### src/rtl/pixel_pack4.sv
// pixel_pack4: packs a stream of PIX_W-bit pixels into little-endian 4-pixel words
// with valid/ready on both sides and a flush path for partial words.
// Optional feature: define PACK_WORD_COUNT_EN to add the word_count port/counter.
module pixel_pack4 #(
  parameter int unsigned PIX_W = 8,
  parameter int unsigned CNT_W = 16
) (
  input  logic               clk,
  input  logic               rst_n,
  input  logic [PIX_W-1:0]   pixel_in,
  input  logic               pixel_valid,
  output logic               pixel_ready,
  input  logic               flush_req,
  output logic               flush_ack,
  output logic [4*PIX_W-1:0] word_out,
  output logic [3:0]         byte_en,
  output logic               word_valid,
  input  logic               word_ready,
`ifdef PACK_WORD_COUNT_EN
  output logic [1:0]         fill_cnt,
  output logic [CNT_W-1:0]   word_count
`else
  output logic [1:0]         fill_cnt
`endif
);

  localparam int unsigned WORD_W = 4 * PIX_W;
  localparam int unsigned ACC_W  = 3 * PIX_W;

  logic [ACC_W-1:0]  acc;
  logic [ACC_W-1:0]  acc_nx;
  logic [1:0]        fill_nx;
  logic [WORD_W-1:0] word_nx;
  logic [3:0]        be_nx;
  logic              valid_nx;
  logic              slot_free;
  logic              pix_take;

  // Handshake decode and next-state: pixel packing first, then flush on the post-accept fill.
  always_comb begin
    slot_free   = ~word_valid | word_ready;
    pixel_ready = (fill_cnt != 2'd3) | slot_free;
    flush_ack   = flush_req & slot_free;
    pix_take    = pixel_valid & pixel_ready;
    acc_nx      = acc;
    fill_nx     = fill_cnt;
    word_nx     = word_out;
    be_nx       = byte_en;
    valid_nx    = word_valid & ~word_ready;

    if (pix_take) begin
      if (fill_cnt == 2'd3) begin
        word_nx  = {pixel_in, acc};
        be_nx    = 4'hF;
        valid_nx = 1'b1;
        acc_nx   = '0;
        fill_nx  = 2'd0;
      end else begin
        case (fill_cnt)
          2'd0:    acc_nx[PIX_W-1:0]         = pixel_in;
          2'd1:    acc_nx[2*PIX_W-1:PIX_W]   = pixel_in;
          default: acc_nx[3*PIX_W-1:2*PIX_W] = pixel_in;
        endcase
        fill_nx = fill_cnt + 2'd1;
      end
    end

    // Lanes at or above the fill level are already zero because acc clears on every emit.
    if (flush_ack && (fill_nx != 2'd0)) begin
      word_nx  = {{PIX_W{1'b0}}, acc_nx};
      case (fill_nx)
        2'd1:    be_nx = 4'b0001;
        2'd2:    be_nx = 4'b0011;
        default: be_nx = 4'b0111;
      endcase
      valid_nx = 1'b1;
      acc_nx   = '0;
      fill_nx  = 2'd0;
    end
  end

  // State and output registers with synchronous active-low reset.
  always_ff @(posedge clk) begin
    if (!rst_n) begin
      acc        <= '0;
      fill_cnt   <= 2'd0;
      word_out   <= '0;
      byte_en    <= 4'h0;
      word_valid <= 1'b0;
    end else begin
      acc        <= acc_nx;
      fill_cnt   <= fill_nx;
      word_out   <= word_nx;
      byte_en    <= be_nx;
      word_valid <= valid_nx;
    end
  end

`ifdef PACK_WORD_COUNT_EN
  // Count every accepted output word, full or partial; wraps naturally.
  always_ff @(posedge clk) begin
    if (!rst_n) begin
      word_count <= '0;
    end else if (word_valid && word_ready) begin
      word_count <= word_count + CNT_W'(1);
    end
  end
`endif

endmodule

### config.mk
export PLATFORM = sky130hd
export DESIGN_NAME = pixel_pack4
export DESIGN_NICKNAME = d
export VERILOG_FILES = /design/src/rtl/pixel_pack4.sv
export SDC_FILE = /design/constraint.sdc
export NUM_CORES = 1
export LEC_CHECK = 0
export CORE_ASPECT_RATIO = 0.6
export CORE_MARGIN = 5
export CORE_UTILIZATION = 56
export CTS_CLUSTER_SIZE = 14
export DETAILED_ROUTE_END_ITERATION = 6
export PLACE_DENSITY = 0.85
export SYNTH_ARGS = -nofsm -noshare
export SYNTH_HDL_FRONTEND = slang
export SYNTH_SLANG_ARGS = --single-unit
### constraint.sdc
create_clock -name clk -period 4.3 [get_ports clk]
set_clock_uncertainty 0.1 [all_clocks]
set_input_delay 0.86 -clock clk [delete_from_list [all_inputs] [get_ports clk]]
set_output_delay 0.86 -clock clk [all_outputs]
set_load 0.02 [all_outputs]
==> out/metrics.csv, run 1 <==
metric;value;unit
outcome;completed;
rrSetupSlack;0.68;ns
worstSetupPathType;input port to flip-flop;
yosysUniqueCellTypes;30;
fin_crit;3.73;ns
final_common_cell;dfxtp_1;
io_pins;54;
end_kind;flip-flop;
post_cts_buffers;0;
whs_endpoint;word_out[25];
fillCellCount;397;
synth_area;2960;um^2
overflow;0;
cp-startpoint;word_ready;
p_leak;1.34;nW
synthCells;361;
die_h;66.3;um
rows;20;
slowest_stage;or3_1;
avgSynthCellArea;8.20;um^2
drc;0;
yosysSeqAreaShare;0.426;
die_x;104;um
crit_fanout;26;
diodes;0;
max_stage_delay;0.49;ns
most-common-layout-cells;dfxtp_1 (63), nand2_1 (61), clkdlybuf4s50_1 (53), nor2_1 (32), a21oi_1 (28);
portBuffers;53;
post_cts_resized;0;
seqPwrFrac;0.429;
finalHoldViolations;0;
start_util;0.583;
reg2regPathDepth;9;
clockBufferDepth;2;
drt_iter0_markers;335;
vias_per_cell;6.29;
grt_pass1_vias;2618;
min-delay-start;word_out[25];
cts_root_buf;clkbuf_8;
grt_use_total;0.247;
p_comb_frac;0.181;
seq_area;1260;um^2
power;1.49;mW
p_clk_frac;0.390;
worst_slew_pin_slew;0.645;ns
relSlewSlack;0.570;
required;4.44;ns
layout-drive-gt1-share;0.0613;
cts-htree-levels;3;
switching_power;0.409;mW
slew_viol_final;0;
whs_path_depth;2;
cts_tree;yes;
cp_data_arrival_time;3.87;ns
die_area;6890;um^2
core-area;5080;um^2
hpwl;5750;um
r2r-end;word_out[20];
postCtsHoldBufs;0;
fin_crit_sh;0.866;
grt_start_max_net_pins;35;
cts.sink_count;63;
vias;2983;
max_freq;268;MHz
antenna_found_initial;0;
peakVddDrop;0.000207;V
cp-start-kind;input port;
hold_path_class;flip-flop to flip-flop;
finalSetupViolCount;0;
path_clk_slew;0.07;ns
synth-seq-cells;63;
path_cells;clkdlybuf4s50_1 -> nand3b_1 -> nand2_1 -> mux2i_1 -> ha_1 -> or3_1 -> buf_4 -> a211oi_1 -> a311oi_1;
grt_setup_unrepaired;no;
swShare;0.275;
ys_warn_count;0;
syn-num-nets;379;
nets;421;
wl_per_cell;18.0;um
multiInputGateArea;1510;um^2
wirelength;8520;um
gp_congestion;0.893;
max_cap_viol_count;0;
firstDrtPassIters;6;
r2r-start;fill_cnt[0];
drtAntennaViolNets;0;
fin_tns_setup;0;ns
powerDensity;401;nW/um^2
clock_latency;0.35;ns
p_int;1.08;mW
syn_to_final_growth;25.5;%
grt_first_pass_wirelength;13400;um
cts_buffers;9;
[registers in the layout, summed over array words and instances (netlist names)]
signal      cells
acc            24
word_valid      1
word_out       32
byte_en         4
fill_cnt        2
[per-stage QoR]
stage / hold WS, ns / setup slack (ns) / instance area, um^2 / util / cells
4_1_cts: 0.361 / 0.707 / 3710 / 0.731 / 474
3_5_place_dp: 0.352 / 0.375 / 3490 / 0.687 / 458
3_3_place_gp: 0.342 / 0.529 / 3490 / 0.687 / 458
6_report: 0.361 / 0.574 / 3710 / 0.731 / 474
2_1_floorplan: 0.366 / 1.20 / 2960 / - / 361
5_1_grt: 0.395 / 0.487 / 3710 / 0.731 / 474
[power groups by stage]
stage               combinational, mW  sequential [mW]  clock, mW
finish                          0.270            0.639      0.580
global route                    0.287            0.642      0.618
CTS                             0.264            0.638      0.587
detailed placement              0.263            0.651          0
global placement                0.256            0.650          0
floorplan                       0.143            0.674          0
[worst max-delay path, delay by kind of cell]
family	cells	cell delay, ns
AND/OR/NAND/NOR	3	1.17
AO/OA/AOI/OAI	2	0.40
buffers and inverters	2	0.83
adder cells (fa/ha/maj)	1	0.23
multiplexers	1	0.37
[cells in the mapped netlist (all sizes together)]
library cell,instances,area share
nand3b,1,0.0025
dfxtp,63,0.43
inv,6,0.0076
clkbuf,16,0.020
o221ai,12,0.036
nor4b,1,0.0030
o31ai,2,0.0051
nand4,12,0.025
a211oi,7,0.018
nand2b,5,0.011
a21o,2,0.0051
nand3,21,0.036
or3,1,0.0021
a22oi,1,0.0025
buf,17,0.036
o21ai,2,0.0034
nand2,61,0.077
and4,6,0.018
ha,5,0.021
mux2i,13,0.044
a31oi,7,0.015
a21boi,2,0.0051
a21oi,28,0.047
nor2,32,0.041
a311oi,18,0.053
nor4,12,0.025
nor3,5,0.0085
nor2b,3,0.0063
[cell type report]
type                            count  share of cell area
Timing Repair Buffer               64               0.165
Tap cell                           66              0.0222
Clock buffer                       13              0.0428
Clock inverter                      3              0.0175
Sequential cell                    63               0.340
Multi-Input combinational cell    259               0.406
Inverter                            6             0.00607
[how the worst max path moves through the flow]
stage,end,slack (ns),cells after the start
floorplan,acc[2],1.20,10
global placement,word_out[6],0.53,9
detailed placement,acc[8],0.38,8
CTS,word_out[20],0.71,9
global route,acc[0],0.49,8
finish,word_out[20],0.57,9
[routing by layer]
metal	track usage	vias up	routed length (um)
met1	0.350	1387	3890
met3	0.0849	18	856
li1	-	1401	-
met2	0.348	177	3610
met4	0.0824	0	161
met5	0	-	0
[kinds of logic after synthesis]
kind of cell | after synthesis | synth area share
AOI/OAI and AO/OA | 81 | 0.190
adders and majority gates | 5 | 0.0211
buffers and inverters | 39 | 0.0638
DFF | 63 | 0.426
muxes | 13 | 0.0440
and+or+nand+nor | 160 | 0.255
Note: power is estimated with default switching activity, not from simulation.
==> inputs of run 2 (changes only) <==
Settings changed: SLEW_MARGIN from default to 40.
==> results of run 2 <==
Same layout as run 1: the final DEF is identical, and so are final timing and power.
==> inputs of run 3 (changes only) <==
Settings changed: CORE_UTILIZATION 56 to 46, MAX_ROUTING_LAYER from default to met4, PLACE_DENSITY 0.85 to 0.71.
Clock period 4.3 ns to 4.02 ns, I/O delays scaled along.
==> run 3 against run 2 <==
Compared with the run above: via count down 2.8%; register-to-register slack worse by 0.10 ns; combinational power up 6%; sequential share of layout area up 0.10 points; critical path depth unchanged; final area down 0.30%; setup slack worse by 0.063 ns; die area up 19%; flip-flop and latch count unchanged; total power up 1.3%; largest cell class unchanged.
==> out/metrics.csv, run 3 (same netlist as run 1, synthesis figures left out) <==
metric;value;unit
outcome;completed;
post_cts_buffers;0;
grt_first_pass_wirelength;14000;um
firstDrtPassIters;6;
start_util;0.480;
cts_tree;yes;
syn_to_final_growth;25.1;%
worst_slack;0.511;ns
grt_use_total;0.224;
swShare;0.289;
p_leak;1.32;nW
wl_met3;903;um
max_freq;285;MHz
wirelength;8630;um
worstSetupPathType;input port to flip-flop;
die_x;114;um
peakVddDrop;0.000228;V
cts_buffers;9;
finalSetupViolCount;0;
most-common-layout-cells;dfxtp_1 (63), nand2_1 (61), clkdlybuf4s50_1 (53), nor2_1 (32), a21oi_1 (28);
vias;2898;
power;1.51;mW
p_int;1.07;mW
path_clk_slew;0.07;ns
antenna_found_initial;0;
post_cts_resized;0;
powerDensity;408;nW/um^2
vias_per_cell;5.89;
top_layer_used;met4;
slowest_stage;ha_1;
final_common_cell;dfxtp_1;
gp_congestion;0.896;
top_register;word_out;
largestRegisters;word_out: 32 flops, acc: 24 flops, byte_en: 4 flops;
largest_reg_flops;32;
cp-start-kind;input port;
finalHoldViolations;0;
cp_data_arrival_time;3.66;ns
core-area;6170;um^2
portBuffers;53;
fin_tns_setup;0;ns
max_cap_viol_count;0;
fin_crit_sh;0.873;
hpwl;5810;um
hold_path_class;flip-flop to flip-flop;
worst_slew_pin_slew;0.658;ns
relSlewSlack;0.560;
critPathMostFrequentCell;a311oi_1;
p_comb_frac;0.189;
wl_met1;4080;um
drt_iter0_markers;284;
finish.utilization;0.600;
fin_crit;3.51;ns
die_h;72.1;um
crit_fanout;30;
switching_power;0.437;mW
diodes;0;
worst-path-buf-inv;2;
cts_root_buf;clkbuf_8;
die_area;8190;um^2
overflow;0;
dp_slack;0.246;ns
max_stage_delay;0.56;ns
clock_latency;0.34;ns
cts-htree-levels;3;
critical_path.top_delay_family;buffers and inverters;
clockBufferDepth;2;
slew_viol_final;0;
end_kind;flip-flop;
grt_pass1_vias;2696;
nets;421;
layout-drive-gt1-share;0.0613;
cts.sink_count;63;
p_clk_frac;0.358;
drtAntennaViolNets;0;
seqPwrFrac;0.453;
drc;0;
grt_setup_unrepaired;no;
grt_start_max_net_pins;34;
path_cells;clkdlybuf4s50_1 -> nand3b_1 -> nand2_1 -> mux2i_1 -> ha_1 -> or3_1 -> buf_4 -> a311oi_1 -> a311oi_1;
postCtsHoldBufs;0;
required;4.17;ns
wl_per_cell;17.5;um
met2WireLength;3510;um
io_pins;54;
rows;22;
==> run 3: cell types whose count changed in the layout (fill, tap and decap cells not counted), sizes merged <==
cell    change
clkinv      +2
clkbuf      -1
bufinv      -1
==> run 3: worst paths after layout <==
kind                startpoint           end  slack [ns]  depth (start not counted)
setup / recovery    word_ready  word_out[17]        0.51                          9
hold / removal    word_out[24]  word_out[24]        0.36                          2
setup reg to reg   fill_cnt[0]  word_out[17]        0.58                          9
hold reg to reg   word_out[24]  word_out[24]        0.36                          2
==> run 3: power groups by stage <==
stage          logic [mW]  clock network, mW  registers, mW
2_1_floorplan       0.153                  0          0.721
3_3_place_gp        0.274                  0          0.696
3_5_place_dp        0.280                  0          0.696
4_1_cts             0.281              0.551          0.682
5_1_grt             0.307              0.583          0.687
6_report            0.285              0.540          0.683
==> run 3: layout make-up <==
| class | count | area, um^2 |
|---|---|---|
| Fill cell | 564 | 2460 |
| Multi-Input combinational cell | 259 | 1510 |
| Sequential cell | 63 | 1260 |
| Timing Repair Buffer | 64 | 613 |
| Clock buffer | 12 | 145 |
| Tap cell | 84 | 105 |
| Clock inverter | 4 | 45.0 |
| Inverter | 6 | 22.5 |
==> run 3: layer usage <==
| layer | GRT usage | vias to the layer above |
|---|---|---|
| met5 | - | - |
| met4 | 0.0747 | 0 |
| met3 | 0.0617 | 16 |
| met2 | 0.299 | 152 |
| met1 | 0.323 | 1324 |
| li1 | - | 1406 |
==> run 3: tightest hold or removal path, delay by kind of cell (launching register included) <==
| kind | cells | cell delay, ns |
|---|---|---|
| AOI/OAI and AO/OA | 1 | 0.05 |
| DFF | 1 | 0.31 |
| and+or+nand+nor | 1 | 0.05 |
==> run 3: per-stage QoR <==
step	area, um^2	hold slack (ns)	cells
finish	3700	0.361	492
global route	3700	0.399	492
CTS	3700	0.363	492
detailed placement	3510	0.350	476
global placement	3510	0.344	476
floorplan	2960	0.366	361
